`src/rtl/pkg_dtypes.sv`:
```
// Shared data types for the execution-unit interconnect channel and the
// channel arbiter FSM state.
package pkg_dtypes;

  localparam int EXEC_UNIT_ADDR_W = 16;
  localparam int EXEC_UNIT_DATA_W = 32;

  typedef logic [EXEC_UNIT_ADDR_W-1:0] type_exec_unit_addr;
  typedef logic [EXEC_UNIT_DATA_W-1:0] type_exec_unit_data;

  // Channel broadcast, as seen from the channel side.
  typedef struct packed {
    type_exec_unit_addr src_addr;
    type_exec_unit_data data_tx;
    logic               req_valid;
  } type_icon_tx_channel_chside;

  // Channel return, as seen from the channel side.
  typedef struct packed {
    type_exec_unit_data data_rx;
    logic               data_valid_rx;
    logic               success;
  } type_icon_rx_channel_chside;

  // Arbiter FSM states.
  typedef enum logic [1:0] {
    IDLE = 2'd0,
    XFER = 2'd1,
    DONE = 2'd2
  } type_iconch_arb_state;

endpackage

```
`src/rtl/back_rr_arbiter.sv`:
```
// Round-robin priority selector: picks the first requesting index at or after
// ptr_i, wrapping from NUM_REQ-1 back to 0. Purely combinational.
module back_rr_arbiter #(
  parameter int NUM_REQ = 4,
  parameter int IDX_W   = (NUM_REQ > 1) ? $clog2(NUM_REQ) : 1
) (
  input  logic [NUM_REQ-1:0] req_i,
  input  logic [IDX_W-1:0]   ptr_i,
  output logic [NUM_REQ-1:0] grant_o,
  output logic [IDX_W-1:0]   idx_o,
  output logic               valid_o
);

  // Scan from ptr_i upward (mod NUM_REQ); first hit wins.
  always_comb begin
    int j;
    j       = 0;
    grant_o = '0;
    idx_o   = '0;
    valid_o = 1'b0;
    for (int i = 0; i < NUM_REQ; i++) begin
      j = (int'(ptr_i) + i) % NUM_REQ;
      if (!valid_o && req_i[IDX_W'(j)]) begin
        valid_o             = 1'b1;
        grant_o[IDX_W'(j)]  = 1'b1;
        idx_o               = IDX_W'(j);
      end
    end
  end

endmodule

```
`src/rtl/back_iconch_arbiter.sv`:
```
// Interconnect-channel arbiter: grants one execution unit at a time onto the
// shared channel, holds the broadcast until the channel reports success or a
// timeout expires, then returns a one-cycle response to the granted unit.
module back_iconch_arbiter
  import pkg_dtypes::*;
#(
  parameter int NUM_REQ        = 4,
  parameter int TIMEOUT_CYCLES = 15
) (
  input  logic                             clk,
  input  logic                             reset_n,
  input  logic               [NUM_REQ-1:0] req_valid_i,
  input  type_exec_unit_addr [NUM_REQ-1:0] req_src_addr_i,
  input  type_exec_unit_data [NUM_REQ-1:0] req_data_i,
  output logic               [NUM_REQ-1:0] req_ready_o,
  output logic               [NUM_REQ-1:0] resp_valid_o,
  output type_exec_unit_data               resp_data_o,
  output logic                             resp_err_o,
  output type_icon_tx_channel_chside       icon_tx_o,
  input  type_icon_rx_channel_chside       icon_rx_i,
  output logic                             busy_o,
  output type_iconch_arb_state             dbg_state_o
);

  localparam int IDX_W = (NUM_REQ > 1) ? $clog2(NUM_REQ) : 1;
  localparam int CNT_W = $clog2(TIMEOUT_CYCLES + 1);
  // Counter value in the last XFER cycle before the timeout fires.
  localparam logic [CNT_W-1:0] TO_LAST = CNT_W'(TIMEOUT_CYCLES - 1);
  localparam logic [IDX_W-1:0] IDX_MAX = IDX_W'(NUM_REQ - 1);

  type_iconch_arb_state state_q, state_d;
  logic [IDX_W-1:0]     rr_ptr_q, rr_ptr_d;
  logic [CNT_W-1:0]     cnt_q, cnt_d;
  logic [IDX_W-1:0]     idx_q, idx_d;
  type_exec_unit_addr   addr_q, addr_d;
  type_exec_unit_data   tx_data_q, tx_data_d;
  type_exec_unit_data   rsp_data_q, rsp_data_d;
  logic                 err_q, err_d;

  logic [NUM_REQ-1:0]   arb_grant;
  logic [IDX_W-1:0]     arb_idx;
  logic                 arb_valid;
  logic                 rx_ok;

  back_rr_arbiter #(
    .NUM_REQ (NUM_REQ),
    .IDX_W   (IDX_W)
  ) u_rr (
    .req_i   (req_valid_i),
    .ptr_i   (rr_ptr_q),
    .grant_o (arb_grant),
    .idx_o   (arb_idx),
    .valid_o (arb_valid)
  );

  assign rx_ok = icon_rx_i.data_valid_rx && icon_rx_i.success;

  // Next-state logic: grant in IDLE, wait for success/timeout in XFER,
  // advance the round-robin pointer in DONE.
  always_comb begin
    state_d    = state_q;
    rr_ptr_d   = rr_ptr_q;
    cnt_d      = cnt_q;
    idx_d      = idx_q;
    addr_d     = addr_q;
    tx_data_d  = tx_data_q;
    rsp_data_d = rsp_data_q;
    err_d      = err_q;
    case (state_q)
      IDLE: begin
        if (arb_valid) begin
          idx_d     = arb_idx;
          addr_d    = req_src_addr_i[arb_idx];
          tx_data_d = req_data_i[arb_idx];
          cnt_d     = '0;
          state_d   = XFER;
        end
      end
      XFER: begin
        // Success is tested first so it wins over a coincident timeout.
        if (rx_ok) begin
          rsp_data_d = icon_rx_i.data_rx;
          err_d      = 1'b0;
          state_d    = DONE;
        end else begin
          cnt_d = cnt_q + 1'b1;
          if (cnt_q == TO_LAST) begin
            rsp_data_d = '0;
            err_d      = 1'b1;
            state_d    = DONE;
          end
        end
      end
      DONE: begin
        rr_ptr_d = (idx_q == IDX_MAX) ? '0 : idx_q + 1'b1;
        state_d  = IDLE;
      end
      default: state_d = IDLE;
    endcase
  end

  // State and captured-value registers with asynchronous clear.
  always_ff @(posedge clk or negedge reset_n) begin
    if (!reset_n) begin
      state_q    <= IDLE;
      rr_ptr_q   <= '0;
      cnt_q      <= '0;
      idx_q      <= '0;
      addr_q     <= '0;
      tx_data_q  <= '0;
      rsp_data_q <= '0;
      err_q      <= 1'b0;
    end else begin
      state_q    <= state_d;
      rr_ptr_q   <= rr_ptr_d;
      cnt_q      <= cnt_d;
      idx_q      <= idx_d;
      addr_q     <= addr_d;
      tx_data_q  <= tx_data_d;
      rsp_data_q <= rsp_data_d;
      err_q      <= err_d;
    end
  end

  // Outputs decoded from the state; everything is zero unless its state owns it.
  // req_ready is gated by reset_n because it is combinational from req_valid_i.
  always_comb begin
    req_ready_o  = '0;
    resp_valid_o = '0;
    resp_data_o  = '0;
    resp_err_o   = 1'b0;
    icon_tx_o    = '0;
    case (state_q)
      IDLE: begin
        if (reset_n) req_ready_o = arb_grant;
      end
      XFER: begin
        icon_tx_o.req_valid = 1'b1;
        icon_tx_o.src_addr  = addr_q;
        icon_tx_o.data_tx   = tx_data_q;
      end
      DONE: begin
        resp_valid_o[idx_q] = 1'b1;
        resp_data_o         = rsp_data_q;
        resp_err_o          = err_q;
      end
      default: ;
    endcase
  end

  assign busy_o      = (state_q != IDLE);
  assign dbg_state_o = state_q;

endmodule

```
`config.mk`:
```
export PLATFORM = sky130hd
export DESIGN_NAME = back_iconch_arbiter
export DESIGN_NICKNAME = d
export VERILOG_FILES = /design/src/rtl/pkg_dtypes.sv /design/src/rtl/back_rr_arbiter.sv /design/src/rtl/back_iconch_arbiter.sv
export SDC_FILE = /design/constraint.sdc
export NUM_CORES = 1
export LEC_CHECK = 0
export ABC_AREA = 1
export CELL_PAD_IN_SITES_DETAIL_PLACEMENT = 0
export CELL_PAD_IN_SITES_GLOBAL_PLACEMENT = 1
export CORE_ASPECT_RATIO = 0.8
export CORE_MARGIN = 2
export CORE_UTILIZATION = 25
export CTS_BUF_LIST = sky130_fd_sc_hd__clkbuf_4
export DETAILED_ROUTE_END_ITERATION = 10
export GPL_TIMING_DRIVEN = 0
export PLACE_DENSITY_LB_ADDON = 0.2
export SYNTH_ARGS = -nofsm -noshare
export SYNTH_HDL_FRONTEND = slang
export SYNTH_SLANG_ARGS = --single-unit
```
`constraint.sdc`:
```
create_clock -name clk -period 2.25 [get_ports clk]
set_input_delay 0.45 -clock clk [delete_from_list [all_inputs] [get_ports clk]]
set_output_delay 0.45 -clock clk [all_outputs]
set_load 0.005 [all_outputs]
```
==> metrics.csv <==
metric,value,unit
H-tree depth,3,
final core occ,0.4968,
Net Sw Power,10.95,mW
final setup fails,90,
first-pass GRT wire length,43.57,mm
placed insts,1682,
GPL Wtd Cong,0.8408,
hpwl dp,20.78,mm
initial drt markers,329,
"Top cell by count, worst path",buf_6,
Tcrit/Tclk final,1.228,
Reg-to-Reg End,tx_data_q[8],
gr ovfl total,0,
Seq cells post-synth,91,
Setup crit end kind,primary output,
final WL,29.24,mm
Clock Pin Slew Worst Setup and Hold Paths,0.18,ns
Syn Nets,1279,
RSZ-0062 raised after global routing,yes,
area of the core,25310,um2
worst-path cell chain,"inv_8, ha_4, inv_4, nand3_4, nand2_8, nor2_4, buf_6, buf_6, nand2_4, o2111ai_2, nand2_1, inv_1, buf_2",
CTS buffer count,9,
reg2reg setup slack,-0.33,ns
synthesized area,6437,um2
"Avg Cell Area, Syn",6.232,um2
"Arr. time, crit path",2.31,ns
Slew HR,0.4678,
Yosys cell types,29,
Worst EP required,1.80,ns
vias in the first global route,7655,
worst r2r src,rr_ptr_q[0],
Initial Util,0.2544,
fmax,0.3620,GHz
# hold bufs at CTS,0,
Yosys top cell area share,0.3537,
routed vias,7852,
Syn. warnings,0,
clk_skew,0.02893,ns
Bufs on Longest Clock Path,2,
hold_ws,0.02523,ns
logic gate share of total power,0.817,
Buffers on Ports,324,
Nets,1694,
min Tclk post-route,2.762,ns
vias per inst,4.416,
clk sink count,91,
DP Worst Slack,-0.7800,ns
Power Total,21.88,mW
Max VDD drop,808.6,uV
DP Area,10120,um2
register area share after synthesis,0.3537,
clock power share,0.053,
fillers,2513,
R2R cell count,20,
WL/cell,16.44,um
Crit-path slowest cell,dfrtp_2,
Pint,10.93,mW
CP peak stage delay,0.46,ns
antenna-violating nets left,0,
DIE AREA,27060,um2
largest net degree at the start of global routing,55,
leading area contributor after synthesis,dfrtp_1,
fin. max-slew vios,0,
DRC violation count after routing,0,
status,finished with violations,
crit path from,rr_ptr_q[0],
final hold violations,0,
Mapped Cells,1033,
area delta synth->final,95.32,%
Final WS setup,-0.5125,ns
worst skew pair latency,0.48,ns
critical path capture point,req_ready_o[3],
total I/O pin count,325,
CP startpoint kind,flop,
Root Driver,clkbuf_4,
failing checks,setup timing,
Max-Cap Viols,0,
Post-Layout Cell Count,1778,
"Design Area, Final",12570,um2
num rows,52,
antenna violations before repair,2,
Die Y,147.5,um
Pre-Repair DR Iteration Count,5,
"top cells by area, synth","dfrtp_1 (35%), nand2_1 (23%), inv_1 (9.5%), nand3_1 (9.0%), nor2_1 (5.5%)",
LEAKAGE,6.445,nW
Die X,183.4,um
setup_tns,-18.86,ns
Sw Share,0.5005,
CTS tree,yes,
worst setup path category,reg -> out,
Total GRT Usage,0.2095,
sequential share of power,0.130,
share of layout cells above drive strength 1,0.3145,
worst slew pin tran,0.7983,ns
Power Density,1740,nW/um2
Hold WC Path Type,in -> async,
crit-path max FO,5,
## cells in the mapped netlist
| cell type | n |
|---|---|
| a21oi_1 | 5 |
| buf_1 | 5 |
| buf_2 | 15 |
| buf_4 | 11 |
| buf_6 | 2 |
| clkbuf_1 | 16 |
| dfrtp_1 | 91 |
| ha_1 | 14 |
| inv_1 | 163 |
| inv_2 | 7 |
| inv_4 | 2 |
| nand2_1 | 400 |
| nand2_2 | 5 |
| nand2_4 | 5 |
| nand3_1 | 116 |
| nand3_2 | 3 |
| nand3_4 | 2 |
| nand4_1 | 2 |
| nand4_2 | 1 |
| nor2_1 | 94 |
| nor2_2 | 1 |
| nor2_4 | 1 |
| nor2_8 | 1 |
| o2111ai_1 | 1 |
| o21ai_0 | 41 |
| o22ai_1 | 1 |
| or2_1 | 26 |
| xnor2_1 | 1 |
| xor2_1 | 1 |
## power groups by stage
stage          combinational, mW  clock (mW)  sequential, mW
2_1_floorplan               7.16           0            2.82
3_3_place_gp                11.2           0            2.90
3_5_place_dp                11.3           0            2.92
4_1_cts                     15.7        1.20            2.84
5_1_grt                     19.5        1.25            2.95
6_report                    17.9        1.16            2.85
## area by class of cell
cell class | instances | area [um2] | share of cell area
clock buffer | 10 | 75.07 | 0.005971
inverter | 172 | 693.2 | 0.05513
buffer | 44 | 498.0 | 0.03961
timing repair buffer | 409 | 4091 | 0.3254
tap | 324 | 405.4 | 0.03224
multi-input combinational | 721 | 4432 | 0.3525
sequential | 91 | 2281 | 0.1814
clock inverter | 6 | 95.09 | 0.007563
antenna | 1 | 2.502 | 0.0001990
## layer usage
layer,wire (um),GRT usage,up-vias
li1,-,-,3930
met3,2259,0.06406,25
met1,12660,0.2734,3638
met4,381,0.04240,0
met5,0,0,-
met2,13940,0.3430,259
## critical path, delay by kind of cell, from the launching register on
kind / cells / cell delay (ns)
adder cells (fa/ha/maj): 1 / 0.31
AND/OR/NAND/NOR: 5 / 0.42
AO/OA/AOI/OAI: 1 / 0.15
flip-flops: 1 / 0.46
buffers and inverters: 6 / 0.48
## cells in the final DEF, fill, tap and decap left out, drive strengths merged
cell | synthesis | final
buf | 33 | 182
a21oi | 5 | 5
o21ai | 41 | 41
nand4 | 3 | 3
or2 | 26 | 26
dlygate4sd2 | 0 | 2
ha | 14 | 14
nand3 | 121 | 121
inv | 172 | 171
xor2 | 1 | 1
clkinvlp | 0 | 2
xnor2 | 1 | 1
dfrtp | 91 | 91
o2111ai | 1 | 1
dlymetal6s2s | 0 | 1
clkdlybuf4s15 | 0 | 1
diode | 0 | 1
bufinv | 0 | 2
clkdlybuf4s50 | 0 | 232
clkinv | 0 | 3
nand2 | 410 | 410
clkbuf | 16 | 45
nor2 | 97 | 97
o22ai | 1 | 1
## sequential cells by signal, summed over array words and instances, names as in the netlist
register     flops
tx_data_q       32
cnt_q            4
rsp_data_q      32
err_q            1
addr_q          16
rr_ptr_q         2
dbg_state_o      2
idx_q            2
## logic make-up after synthesis
family,Yosys count,synth area share
buffers and inverters,221,0.1413
flip-flops,91,0.3537
adder cells (fa/ha/maj),14,0.02721
AND/OR/NAND/NOR,657,0.4369
XOR/XNOR,2,0.002722
AO/OA/AOI/OAI,48,0.03810
## timing repair
action                     CTS  global route
pin swaps                   60            44
hold endpoints to repair     0             0
buffers inserted            49            23
setup endpoints to repair  145           150
gates cloned                 9             6
resized for setup          485           351
## how the worst min path moves through the flow
stage	start	end	slack, ns	cells after the start
6_report	reset_n	rsp_data_q[8]	0.03	1
5_1_grt	reset_n	rsp_data_q[8]	0.05	1
4_1_cts	reset_n	rsp_data_q[8]	0.006	1
2_1_floorplan	reset_n	addr_q[0]	0.15	0
3_5_place_dp	tx_data_q[25]	tx_data_q[25]	0.46	2
3_3_place_gp	tx_data_q[1]	tx_data_q[1]	0.46	2
(Power assumes the default switching activity.)
